<file path="src/rtl/uart_pkg.sv">
// uart_pkg: receiver state codes, default line rates and baud divisor helpers
package uart_pkg;
    localparam int CLK_FREQ_DEF = 50_000_000;
    localparam int BAUD_DEF     = 9600;
    localparam logic [2:0] ST_IDLE      = 3'd0;
    localparam logic [2:0] ST_START     = 3'd1;
    localparam logic [2:0] ST_DATA      = 3'd2;
    localparam logic [2:0] ST_PARITY    = 3'd3;
    localparam logic [2:0] ST_STOP      = 3'd4;
    localparam logic [2:0] ST_WAIT_HIGH = 3'd5;
    function automatic int baud_div(input int clk_freq, input int baud);
        return clk_freq / baud;
    endfunction
    function automatic int half_div(input int clk_freq, input int baud);
        return baud_div(clk_freq, baud) / 2;
    endfunction
endpackage

</file>
<file path="src/rtl/uart_rx_sync.sv">
// uart_rx_sync: 2-flop synchronizer plus falling-edge detector for the serial line
// ports: i_clk, i_rst_n (async active-low), i_rx raw line; o_rx synchronized line, o_fall one-cycle falling edge
module uart_rx_sync (
    input  logic i_clk,
    input  logic i_rst_n,
    input  logic i_rx,
    output logic o_rx,
    output logic o_fall
);
    logic [2:0] r_sh;
    always_ff @(posedge i_clk or negedge i_rst_n) begin
        if (!i_rst_n) r_sh <= 3'b111;
        else          r_sh <= {r_sh[1:0], i_rx};
    end
    assign o_rx   = r_sh[1];
    assign o_fall = r_sh[2] & ~r_sh[1];
endmodule

</file>
<file path="src/rtl/uart_byte_rx.sv">
// uart_byte_rx: 8-bit UART receiver, LSB first, optional even parity when UART_RX_PARITY_EN is defined
// ports: i_clk, i_rst_n (async active-low), i_uart_rx serial line (idle high);
//        o_rx_data last good byte, o_rx_valid/o_frame_err/o_parity_err one-cycle pulses, o_busy not idle
module uart_byte_rx
    import uart_pkg::*;
#(
    parameter int CLK_FREQ = CLK_FREQ_DEF,
    parameter int BAUD     = BAUD_DEF
) (
    input  logic       i_clk,
    input  logic       i_rst_n,
    input  logic       i_uart_rx,
    output logic [7:0] o_rx_data,
    output logic       o_rx_valid,
    output logic       o_frame_err,
    output logic       o_parity_err,
    output logic       o_busy
);
    localparam int BAUD_DIV = baud_div(CLK_FREQ, BAUD);
    localparam int HALF_DIV = half_div(CLK_FREQ, BAUD);
    localparam int CW = $clog2(BAUD_DIV) > 13 ? $clog2(BAUD_DIV) : 13;
    localparam logic [CW-1:0] C_HALF = CW'(HALF_DIV - 1);
    localparam logic [CW-1:0] C_FULL = CW'(BAUD_DIV - 1);
`ifdef UART_RX_PARITY_EN
    localparam logic [2:0] ST_AFTER_DATA = ST_PARITY;
`else
    localparam logic [2:0] ST_AFTER_DATA = ST_STOP;
`endif
    logic          w_rx;
    logic          w_fall;
    logic          w_tick;
    logic          w_perr;
    logic [2:0]    r_state;
    logic [CW-1:0] r_cnt;
    logic [2:0]    r_bit;
    logic [7:0]    r_shift;
    logic [7:0]    r_rx_data;
    logic          r_rx_valid;
    logic          r_frame_err;
    uart_rx_sync u_sync (
        .i_clk  (i_clk),
        .i_rst_n(i_rst_n),
        .i_rx   (i_uart_rx),
        .o_rx   (w_rx),
        .o_fall (w_fall)
    );
    // START samples at half a bit to land mid-bit; every later sample is one full bit on
    assign w_tick = r_cnt == (r_state == ST_START ? C_HALF : C_FULL);
`ifdef UART_RX_PARITY_EN
    logic r_perr;
    logic r_parity_err;
    assign w_perr       = r_perr;
    assign o_parity_err = r_parity_err;
    always_ff @(posedge i_clk or negedge i_rst_n) begin
        if (!i_rst_n) begin
            r_perr       <= 1'b0;
            r_parity_err <= 1'b0;
        end else begin
            r_parity_err <= r_state == ST_STOP && w_tick && w_rx && r_perr;
            if (r_state == ST_START) r_perr <= 1'b0;
            else if (r_state == ST_PARITY && w_tick) r_perr <= w_rx != ^r_shift;
        end
    end
`else
    assign w_perr       = 1'b0;
    assign o_parity_err = 1'b0;
`endif
    always_ff @(posedge i_clk or negedge i_rst_n) begin
        if (!i_rst_n) begin
            r_state     <= ST_IDLE;
            r_cnt       <= '0;
            r_bit       <= 3'd0;
            r_shift     <= 8'h00;
            r_rx_data   <= 8'h00;
            r_rx_valid  <= 1'b0;
            r_frame_err <= 1'b0;
        end else begin
            r_rx_valid  <= 1'b0;
            r_frame_err <= 1'b0;
            r_cnt <= (r_state == ST_IDLE || r_state == ST_WAIT_HIGH || w_tick) ? '0 : r_cnt + 1'b1;
            case (r_state)
                ST_IDLE:      if (w_fall) r_state <= ST_START;
                ST_START:     if (w_tick) r_state <= w_rx ? ST_IDLE : ST_DATA;
                ST_DATA: if (w_tick) begin
                    r_shift <= {w_rx, r_shift[7:1]};
                    r_bit   <= r_bit + 1'b1;
                    if (r_bit == 3'd7) r_state <= ST_AFTER_DATA;
                end
                ST_PARITY:    if (w_tick) r_state <= ST_STOP;
                ST_STOP: if (w_tick) begin
                    r_state     <= w_rx ? ST_IDLE : ST_WAIT_HIGH;
                    r_frame_err <= !w_rx;
                    r_rx_valid  <= w_rx && !w_perr;
                    if (w_rx && !w_perr) r_rx_data <= r_shift;
                end
                ST_WAIT_HIGH: if (w_rx) r_state <= ST_IDLE;
                default:      r_state <= ST_IDLE;
            endcase
        end
    end
    assign o_rx_data   = r_rx_data;
    assign o_rx_valid  = r_rx_valid;
    assign o_frame_err = r_frame_err;
    assign o_busy      = r_state != ST_IDLE;
endmodule

</file>
<file path="config.mk">
export PLATFORM = sky130hd
export DESIGN_NAME = uart_byte_rx
export DESIGN_NICKNAME = d
export VERILOG_FILES = /design/src/rtl/uart_pkg.sv /design/src/rtl/uart_rx_sync.sv /design/src/rtl/uart_byte_rx.sv
export SDC_FILE = /design/constraint.sdc
export NUM_CORES = 1
export LEC_CHECK = 0
export ABC_CLOCK_PERIOD_IN_PS = 2200
export BUFFER_PORTS_ARGS = -buffer_cell sky130_fd_sc_hd__buf_2
export CORE_MARGIN = 8
export CORE_UTILIZATION = 55
export CTS_BUF_LIST = sky130_fd_sc_hd__clkbuf_8
export DETAILED_ROUTE_END_ITERATION = 7
export PLACE_DENSITY = 0.79
export SYNTH_ARGS = -nofsm -noshare
export SYNTH_HDL_FRONTEND = slang
export SYNTH_SLANG_ARGS = --single-unit
</file>
<file path="constraint.sdc">
create_clock -name i_clk -period 2.2 [get_ports i_clk]
set_input_delay 0.22 -clock i_clk [delete_from_list [all_inputs] [get_ports i_clk]]
set_output_delay 0.22 -clock i_clk [all_outputs]
set_load 0.03 [all_outputs]
</file>
**Word-level counts from Yosys, hierarchy flattened**

Index checks and enable logic that the tools add are counted.

- Output and inout bits: 12
- Bits of input ports: 3
- Memory bits (read-only): 0
- Word-level logic and storage cells: 50
- Register bits after elaboration: 40
- Memories kept: 0
- Memory bits (writable): 0
- Bits in latches: 0

- Shifts and indexed selects: 0
- Mux-type cells: 16
- Magnitude comparators: 0
- Equality and inequality tests: 14
- Reductions and logical operators: 8
- Bitwise gates (word level): 2
- Add/sub/neg operators: 2
- Divide/modulo/power cells: 0
- $mul: 0

Operators by type and width:

| cell | count |
|---|---|
| 13-bit two-way mux | 2 |
| 3-bit two-way mux | 8 |
| 3-bit case mux with 6 select lines | 1 |
| 13-bit by 1-bit adder with 13-bit output (second input constant) | 1 |
| 13-bit == test | 1 |
| 2-bit inequality test (second input constant) | 5 |
| 3-bit == test (second input constant) | 3 |
| 7-bit AND reduction | 1 |
| 3-bit by 2-bit == test with 1-bit output (second input constant) | 2 |
| 1-bit two-way mux | 4 |
| 2-bit by 1-bit inequality test with 1-bit output (second input constant) | 2 |
| 3-bit by 1-bit adder with 3-bit output (second input constant) | 1 |
| 3-bit by 1-bit == test with 1-bit output (second input constant) | 1 |
| 3-bit logical NOT | 1 |
| 3-bit AND reduction | 1 |
| 3-bit nonzero test | 1 |
| 1-bit logical OR | 2 |
| 2-bit two-way mux | 1 |
| 2-bit AND reduction | 1 |
| 1-bit bitwise AND | 1 |
| 1-bit logical NOT | 1 |
| 1-bit NOT | 1 |

**Depth between registers and ports, before layout**

- Depth in word-level cells: 5
- Depth in mapped cells: 7
- Mapped depth without buffers: 5

**Cells and area by module**

From an unflattened synthesis, not the netlist that was laid out.

- Cells, all modules: 152
- Area total of the unflattened synthesis: 1846.8 um2

By module, submodules not included:

| module | seq. area each (um2) | area an instance (um2) | times used | cells an instance |
|---|---|---|---|---|
| uart_byte_rx | 925.9 | 1754.2 | 1 | 148 |
| uart_rx_sync | 78.8 | 92.6 | 1 | 4 |

**Worst setup path before layout**

No wires, ideal clock.

- Path kind: reg-to-reg
- Start point: register r_state[0]
- End point: register r_bit[1]
- Stages on the path, launching flop included: 8
- Period minus slack after synthesis: 2384 ps
- Library setup time: 125 ps
- Arrival time: 2259 ps
- Setup slack: -184 ps
- Data required time: 2075 ps
- Cell sequence: dfrtp_1 buf_6 or3b_4 or4_4 a21o_4 nor3_4 buf_6 mux2_2

- Longest elaborated chain between the ends: 4
- Elaborated cells on any way between the ends: 5

Ends and longest elaborated chain:

| element | line | source |
|---|---|---|
| start, declared | uart_byte_rx.sv:33 | `logic [2:0] r_state;` |
| start signal, assigned | uart_byte_rx.sv:83 | `ST_START: if (w_tick) r_state <= w_rx ? ST_IDLE : ST_DATA;` |
| start signal, assigned | uart_byte_rx.sv:91 | `r_state <= w_rx ? ST_IDLE : ST_WAIT_HIGH;` |
| 3-bit by 1-bit == test with 1-bit output | uart_byte_rx.sv:48 | `assign w_tick = r_cnt == (r_state == ST_START ? C_HALF : C_FULL);` |
| 13-bit two-way mux | uart_byte_rx.sv:48 |  |
| 13-bit == test | uart_byte_rx.sv:48 |  |
| 2-bit AND reduction (no source line) * | -- |  |
| end signal, assigned | uart_byte_rx.sv:86 | `r_bit <= r_bit + 1'b1;` |
| end, declared | uart_byte_rx.sv:35 | `logic [2:0] r_bit;` |

Every way passes the cells marked *; elsewhere a longest branch is shown, timed or not.
A chain may end at the register's enable or synchronous reset.

**Worst setup path after layout**

- Start point: register r_state[1]
- End point: register r_bit[1]

Same word-level chain as after synthesis.

==> metrics <==
status=complete, but fails checks; failing checks=setup timing; Vias=approximately 1100; drt initial violations=74; Slew Limit Fails=0; placed cell areas=just under 2000 um2; register area share after synthesis=a little under three fifths; ys async rst share=100%; setup ws final=-0.0595 ns; fraction of layout cells with a size suffix above 1=roughly two fifths; Final Hold Fails=0; power per cell area=791 nW/um2; Primary FF master, synth=dfrtp_1; global-route usage over all layers=13.1%; total grt overflow=0; WL per Instance=between 10 and 15 um; fillers=215; Remaining DRCs=0; Peak VDD IR=between 400 and 500 uV; post-synth cell types=40; share of Yosys cell area claimed by the top area cell type=between 50% and 60%; Synth warnings=0; dpl ws=-0.0490 ns; worst path cell trace=or3b_4, or4_4, a21o_4, nor3_4, buf_12, mux2_2; top cells by area, synth=dfrtp_1 52%, mux2_2 11%, dfstp_2 4.4%; largest net degree at the start of global routing=41; CP Max Fanout=11; worst slew pin tran=0.830 ns; Max stage delay on crit path=between 0.4 and 0.5 ns; Crit path max-delay family=simple AND/OR/NAND/NOR gates; fin cells=around 220; most frequent cells in the layout=37 x dfrtp_1, 18 x nor2_1, 17 x mux2_2, 13 x buf_2, 13 x buf_4; clock transition at the registers of the reported paths=~0.08 ns; DP HPWL=between 2000 and 2500 um; Die Area=between 5000 and 6000 um2; Starting Density=58.2%; drt via density=between 5 and 6; register area=1000 um2; FP Rows=20; Syn Inst Count=roughly 140; CTS tree=built; TritonCTS sink count=40; Crit path arrival time=approximately 2.4 ns; DIE WIDTH=roughly 73 um; placer congestion estimate=between 0.8 and 0.9; EDFF count, synth=0; Final Net Count=177; RSZ-0062 raised after global routing=true; final WL=between 3000 and 4000 um; detailed-router iteration count before antenna repair=4; area of the multi-input gates=approximately 740 um2; Final ANT Viol Nets=0; initial antenna violation count=0; vias in the first global route=about 1200; I/O Pins=15; placed cell count=207; Post-Syn Nets=about 150; Slew HR=44.6%; area leader, netlist=dfrtp_1; Crit. End Element=register; period utilisation layout=103%; Max Root-Sink Buffers=2; Fmax=443 MHz; most common cell after layout, fill and taps aside=dfrtp_1; skew final=~0.0053 ns; #FFs+latches synth=40; Worst-Skew Late Latency=0.29 ns; clock buffer count from CTS=5; die height=between 70 and 80 um; leak pwr=about 1.1 nW; overall power=~1.7 mW; required arrival time at the worst endpoint=2.38 ns; Max-Cap Viols=0; Mean Syn Cell Area=~13 um2; kind of critical path=register to register; final setup violation count=11; Synth Cell Area=1790 um2; IO Port Bufs=13; core area=about 3000 um2; Critical Path Start Type=register; Diodes inserted=0; H-tree Lvls=2; min-delay worst type=input pin to register; cell area after layout=about 2100 um2; Critical-path top delay cell=or4_4; Root Buffer=clkbuf_8; Crit path buffers/inverters=1; synthesis-to-finish area growth=17.6%; post-layout min period=between 2 and 2.5 ns; first-pass GRT wire length=5420 um; post-layout util=between 60% and 70%
registers in the layout, indices dropped and copies added, names as in the netlist:
signal,cells
r_state,3
r_shift,8
o_rx_data,8
u_sync.r_sh,3
o_frame_err,1
r_bit,3
o_rx_valid,1
r_cnt,13
stage by stage:
stage          hold slack (ns)  setup TNS (ns)
6_report                0.0244          -0.503
5_1_grt                0.00917           -1.01
4_1_cts                 0.0187          -0.568
3_5_place_dp             0.330          -0.393
3_3_place_gp             0.326         -0.0119
2_1_floorplan          -0.0756          -0.816
cell usage after synthesis (2+ instances only):
library cell  instances
or2b_1                2
nand3_1               6
xnor2_1               4
nor2_1               18
nand2_1               4
or3b_2                2
mux2_2               18
nand4_1               4
and3_1                3
o21ai_0               2
inv_1                 2
ha_1                  3
dfrtp_1              37
xor2_1                9
buf_6                 2
dfstp_2               3
worst paths after layout:
path	slack [ns]	start	to	cells after the start
max in group asynchronous	1.65	i_rst_n	r_cnt[3]	1
worst max register to register	-0.06	r_state[1]	r_bit[1]	6
worst max-delay path	-0.06	r_state[1]	r_bit[1]	6
min in group asynchronous	0.03	i_rst_n	r_cnt[7]	1
worst min-delay path	0.02	i_uart_rx	u_sync.r_sh[0]	1
worst min register to register	0.36	u_sync.r_sh[0]	u_sync.r_sh[1]	0
final cells by class:
cell class / count / share of cell area [%]
well taps: 44 / 2.61
flip-flops and latches: 40 / 47.7
clock buffers: 5 / 3.27
repair buffers: 27 / 8.67
clock inverters: 3 / 2.02
inverters: 2 / 0.357
multi-input cells: 95 / 35.4
report_power, final:
group	switching [mW]	internal (mW)
Combinational	0.143	0.106
Sequential	0.0463	0.787
Clock	0.247	0.335
Total	0.437	1.23
kinds of logic after synthesis:
kind of cell	share of synthesized area [%]
AOI/OAI and AO/OA	3.07
xor gates and xnor gates	6.36
adders and majority gates	2.10
buffers and inverters	3.35
DFF	56.1
muxes	11.3
other	0.209
and+or+nand+nor	17.5
metal layers:
| layer | share of wire [%] | global-route usage [%] |
|---|---|---|
| met1 | 46 | 16.7 |
| met2 | 46 | 19.5 |
| met3 | 5.5 | 5.22 |
| met4 | 2.0 | 5.11 |
| met5 | 0 | 0 |
timing repair:
action                     CTS  global route
pin swaps                    0             0
hold buffers                 0             0
setup endpoints to repair   11            20
resized for setup            3             2
buffers inserted             1             0
Note: power is estimated with default switching activity, not from simulation.
